--- config.mk ---
export PLATFORM = sky130hd
export DESIGN_NAME = seq_bidir_shifter
export DESIGN_NICKNAME = d
export VERILOG_FILES = /design/src/rtl/seq_bidir_shifter.sv
export SDC_FILE = /design/constraint.sdc
export NUM_CORES = 1
export LEC_CHECK = 0
export ABC_CLOCK_PERIOD_IN_PS = 2800
export CAP_MARGIN = 20
export CELL_PAD_IN_SITES_DETAIL_PLACEMENT = 0
export CELL_PAD_IN_SITES_GLOBAL_PLACEMENT = 1
export CORE_MARGIN = 1.5
export CORE_UTILIZATION = 39
export CTS_CLUSTER_DIAMETER = 50
export DETAILED_ROUTE_END_ITERATION = 8
export HOLD_SLACK_MARGIN = 0.03
export PLACE_DENSITY_LB_ADDON = 0.1
export SYNTH_ARGS = -nofsm -noshare
export SYNTH_HDL_FRONTEND = slang
export SYNTH_SLANG_ARGS = --single-unit
--- constraint.sdc ---
create_clock -name clk -period 2.8 [get_ports clk]
set_clock_uncertainty 0.2 [all_clocks]
set_input_delay 0.56 -clock clk [delete_from_list [all_inputs] [get_ports clk]]
set_output_delay 0.56 -clock clk [all_outputs]
set_load 0.02 [all_outputs]
--- src/rtl/seq_bidir_shifter.sv ---
// Iterative bidirectional shifter: one bit position per clock, with
// logical, arithmetic and rotate modes. Presents a registered result,
// a last-bit-out carry flag and a one-cycle done pulse.
module seq_bidir_shifter #(
  parameter int WIDTH   = 8,
  parameter int SHAMT_W = $clog2(WIDTH)
) (
  input  logic               clk,
  input  logic               reset,
  input  logic               start,
  input  logic [WIDTH-1:0]   d_in,
  input  logic [SHAMT_W-1:0] shift_amount,
  input  logic               shift_direction,
  input  logic [1:0]         mode,
  output logic               busy,
  output logic               done,
  output logic [WIDTH-1:0]   shifter_out,
  output logic               carry_out
);

  typedef enum logic [1:0] {
    IDLE  = 2'd0,
    SHIFT = 2'd1,
    DONE  = 2'd2
  } state_t;

  // Mode 2'b11 is not decoded and therefore behaves as logical.
  localparam logic [1:0] MODE_ARITH = 2'b01;
  localparam logic [1:0] MODE_ROT   = 2'b10;

  state_t             state_q, state_d;
  logic [WIDTH-1:0]   work_q, work_d;
  logic [SHAMT_W-1:0] cnt_q, cnt_d;
  logic               dir_q, dir_d;
  logic [1:0]         mode_q, mode_d;
  logic [WIDTH-1:0]   shifter_out_q, shifter_out_d;
  logic               carry_q, carry_d;

  logic [WIDTH-1:0]   step_work;
  logic               step_bit;
  logic               fill_bit;
  logic               accept;

  // Single-position shift of the work register under the captured controls.
  always_comb begin
    // NOTE: every variable assigned in always_comb gets a default first so
    // no path leaves it unassigned, which would infer a latch.
    fill_bit  = 1'b0;
    step_bit  = dir_q ? work_q[0] : work_q[WIDTH-1];
    step_work = work_q;
    if (!dir_q) begin
      if (mode_q == MODE_ROT) begin
        fill_bit = work_q[WIDTH-1];
      end
      step_work = {work_q[WIDTH-2:0], fill_bit};
    end else begin
      if (mode_q == MODE_ROT) begin
        fill_bit = work_q[0];
      end else if (mode_q == MODE_ARITH) begin
        fill_bit = work_q[WIDTH-1];
      end
      step_work = {fill_bit, work_q[WIDTH-1:1]};
    end
  end

  // Next-state, datapath and result update for the IDLE/SHIFT/DONE sequencer.
  always_comb begin
    state_d       = state_q;
    work_d        = work_q;
    cnt_d         = cnt_q;
    dir_d         = dir_q;
    mode_d        = mode_q;
    shifter_out_d = shifter_out_q;
    carry_d       = carry_q;
    accept        = start && (state_q == IDLE || state_q == DONE);

    case (state_q)
      SHIFT: begin
        work_d = step_work;
        cnt_d  = cnt_q - SHAMT_W'(1);
        // Final step: the result is registered together with the last shift.
        if (cnt_q == SHAMT_W'(1)) begin
          shifter_out_d = step_work;
          carry_d       = step_bit;
          state_d       = DONE;
        end
      end
      DONE: begin
        state_d = IDLE;
      end
      default: begin
        state_d = IDLE;
      end
    endcase

    // Start is honoured in IDLE and DONE, so a DONE cycle can chain directly.
    if (accept) begin
      work_d = d_in;
      cnt_d  = shift_amount;
      dir_d  = shift_direction;
      mode_d = mode;
      if (shift_amount == '0) begin
        shifter_out_d = d_in;
        carry_d       = 1'b0;
        state_d       = DONE;
      end else begin
        state_d = SHIFT;
      end
    end
  end

  // State and datapath registers with synchronous reset.
  always_ff @(posedge clk) begin
    // NOTE: sequential state uses non-blocking assignments so all registers
    // update from the same pre-edge values.
    if (reset) begin
      state_q       <= IDLE;
      work_q        <= '0;
      cnt_q         <= '0;
      dir_q         <= 1'b0;
      mode_q        <= 2'b00;
      shifter_out_q <= '0;
      carry_q       <= 1'b0;
    end else begin
      state_q       <= state_d;
      work_q        <= work_d;
      cnt_q         <= cnt_d;
      dir_q         <= dir_d;
      mode_q        <= mode_d;
      shifter_out_q <= shifter_out_d;
      carry_q       <= carry_d;
    end
  end

  assign busy        = (state_q == SHIFT);
  assign done        = (state_q == DONE);
  assign shifter_out = shifter_out_q;
  assign carry_out   = carry_q;

endmodule

==> results of run 1 <==
layer usage:
| layer | wire [um] | global-route usage | vias up |
|---|---|---|---|
| li1 | - | - | 561 |
| met1 | 1400 | 0.250 | 535 |
| met2 | 1380 | 0.284 | 30 |
| met3 | 107 | 0.0260 | 4 |
| met4 | 29 | 0.0667 | 0 |
| met5 | 0 | 0 | - |
worst paths after layout:
| check | startpoint | end | depth (start not counted) |
|---|---|---|---|
| worst max-delay path | state_q[1] | busy | 3 |
| worst min-delay path | mode_q[1] | mode_q[1] | 2 |
| worst max register to register | state_q[1] | cnt_q[2] | 5 |
| worst min register to register | mode_q[1] | mode_q[1] | 2 |
area by class of cell:
class                      instances  area [um2]
inverter                           4        15.0
clock inverter                     1        5.00
clock buffer                       3        22.5
sequential                        25         500
tap                               44        55.1
timing repair buffer              31         300
fill                             305        1510
multi-input combinational        106         666
power groups by stage:
| stage | Combinational (mW) | Clock [mW] | Sequential, mW |
|---|---|---|---|
| 3_3_place_gp | 0.175 | 0 | 0.413 |
| 3_5_place_dp | 0.177 | 0 | 0.413 |
| 2_1_floorplan | 0.116 | 0 | 0.413 |
| 5_1_grt | 0.196 | 0.183 | 0.409 |
| 4_1_cts | 0.178 | 0.172 | 0.405 |
| 6_report | 0.177 | 0.164 | 0.406 |
through the flow:
| stage | total power [mW] | util | std cells | area [um2] |
|---|---|---|---|---|
| final | 0.747 | 0.508 | 214 | 1560 |
| after global routing | 0.789 | 0.508 | 214 | 1560 |
| after CTS | 0.756 | 0.508 | 214 | 1560 |
| after detailed placement | 0.591 | 0.499 | 210 | 1540 |
| after global placement | 0.588 | 0.499 | 210 | 1540 |
| after floorplan | 0.529 | - | 146 | 1270 |
layout by cell type (no fill, tap or decap), drive strengths merged, types with 2 or more instances in the layout:
master         instances
clkdlybuf4s50         27
dfxtp                 25
nor2                  24
nand2                 22
a21oi                 14
mux2i                  8
o211ai                 8
a221oi                 8
buf                    4
inv                    4
nand3b                 3
clkbuf                 3
nand2b                 2
a22oi                  2
o21ai                  2
ha                     2
sequential cells by signal, summed over array words and instances, names as in the netlist:
signal and cells:
carry_out 1, work_q 8, mode_q 2, shifter_out 8, state_q 2, cnt_q 3, dir_q 1
worst reg2reg max path: stages (launching register included):
cell,delay [ns]
dfxtp_1,0.36
nand2b_1,0.41
inv_2,0.15
nor2_2,0.46
o21ai_0,0.17
a21oi_1,0.15
kinds of logic after synthesis:
logic type | after synthesis
mux | 8
buf+inv | 15
compound gates | 38
simple gates | 58
flops | 25
fa+ha+maj | 2
==> results.py, run 1 <==
metrics = {
    "synthesis": {
        "yosysTopAreaCell": "dfxtp_1",
        "synth_warnings": 0,
        "syn_inst": 146,
        "synth_seq_area_share": 0.393,
        "synth_commonest_cells": "dfxtp_1 (25), nor2_1 (22), nand2_1 (21), a21oi_1 (14)",
        "synth_top_area_frac": 0.393,
        "synthXorXnorAreaFrac": 0,
        "ys_top_cells_by_area": "dfxtp_1 (39%), nor2_1 (6.5%), mux2i_1 (6.3%)",
        "synth_most_common_cell": "dfxtp_1",
        "synthDistinctLibCells": 31,
        "syn-num-nets": 165,
        "synth_edf_count": 0,
        "synth_top_family_by_area": "simple AND/OR/NAND/NOR gates",
        "synth-seq-cells": 25,
        "syn_area_um2": 1270,
        "synth_compound_area_frac": 0.220,
        "synthArstFlopShare": 0,
        "synthFlopType": "dfxtp_1",
        "synthAdderAreaFrac": 0.0196,
        "synth-simple-area-share": 0.220,
        "muxShareOfSynthArea": 0.0629,
        "postSynthAreaPerCell_um2": 8.72,
    },
    "grt": {
        "grt_first_pass_wirelength_mm": 4.99,
        "track_usage": 0.181,
        "grt_antenna_before_repair": 0,
        "grt_pass1_vias": 1079,
        "grt.overflow.total": 0,
        "grt_max_degree": 26,
    },
    "worst_hold_path": {
        "min_path_type": "reg2reg",
    },
    "clocking": {
        "path_clk_slew_ns": 0.14,
        "cts_setup_buffers": 0,
        "cts_tree": "built",
        "clk_path_buf_depth": 2,
        "worstSkewPairLatency_ns": 0.32,
        "ctsResizeCount": 0,
        "cts_sinks": 25,
        "numCtsBuffers": 3,
        "cts_max_level": 1,
        "clockRootBuffer": "clkbuf_4",
        "cts_hold_buffers": 0,
    },
    "power": {
        "power_frac_clock": 0.220,
        "p_seq_frac": 0.543,
        "p_leak_nw": 0.526,
        "p_sw_mw": 0.225,
        "sw_frac_of_total": 0.302,
        "powerDensity_nw_per_um2": 478,
        "comb_power_share": 0.237,
        "intPower_mw": 0.522,
        "ir_worst_vdd_uv": 171,
    },
    "place": {
        "place_hpwl_mm": 2.10,
        "port_buffers": 27,
        "place_ws_ns": 0.280,
        "place_congestion": 0.758,
    },
    "critical_path": {
        "cp_top_family": "buffers and inverters",
        "setup.worst_path.start_class": "flip-flop",
        "cp_slowest_cell": "clkdlybuf4s50_1",
        "max_stage_delay_ns": 0.62,
        "critPathBufInv": 2,
        "required_ns": 2.04,
        "worstSetupPathType": "reg2out",
        "rrSetupSlack_ns": 0.84,
        "path_cells": "nand2b_1, inv_2, clkdlybuf4s50_1",
        "crit_path_end_kind": "output port",
        "worstPathMaxFanout": 11,
        "crit_arrival_ns": 1.86,
    },
    "route": {
        "drt-total-wl_mm": 2.91,
        "ant_nets": 0,
        "via_per_inst": 5.28,
        "drt_drc_violations_left": 0,
        "dr.pass1.iters": 4,
        "dr.first_iter.drc_count": 47,
        "via_count": 1130,
        "routedWlPerCell_um": 13.6,
    },
    "sta": {
        "final.setup.worst_slack_ns": 0.184,
        "tightestPinTransition_ns": 0.655,
        "fin_crit_ns": 2.62,
        "finalCritPeriodShare": 0.934,
        "rsz0062_at_grt": "no",
        "finalSetupViolCount": 0,
        "finalSetupTns_ns": 0,
        "slew_headroom": 0.563,
        "slew_violations": 0,
        "whs_ns": 0.306,
        "fmax_ghz": 0.382,
        "hold_violations": 0,
    },
    "final_layout": {
        "nets": 190,
        "area_delta_synth_final_pct": 22.8,
        "drive_above_1_share": 0.100,
        "diodes": 0,
    },
    "flow_run": {
        "maxCapViolCount": 0,
    },
    "outcome": {
        "status": "complete, no violations",
    },
    "floorplanning": {
        "ios": 28,
        "start_util": 0.414,
        "die_y_um": 60.2,
        "die_area_um2": 3620,
        "coreArea_um2": 3080,
        "die_w_um": 60.2,
        "fp-row-count": 20,
    },
}
Note: power is estimated with default switching activity, not from simulation.
==> inputs of run 2 (changes only) <==
Settings changed: SLEW_MARGIN from default to 20.
==> results of run 2 <==
Same layout as run 1: the final DEF is identical, and so are final timing and power.
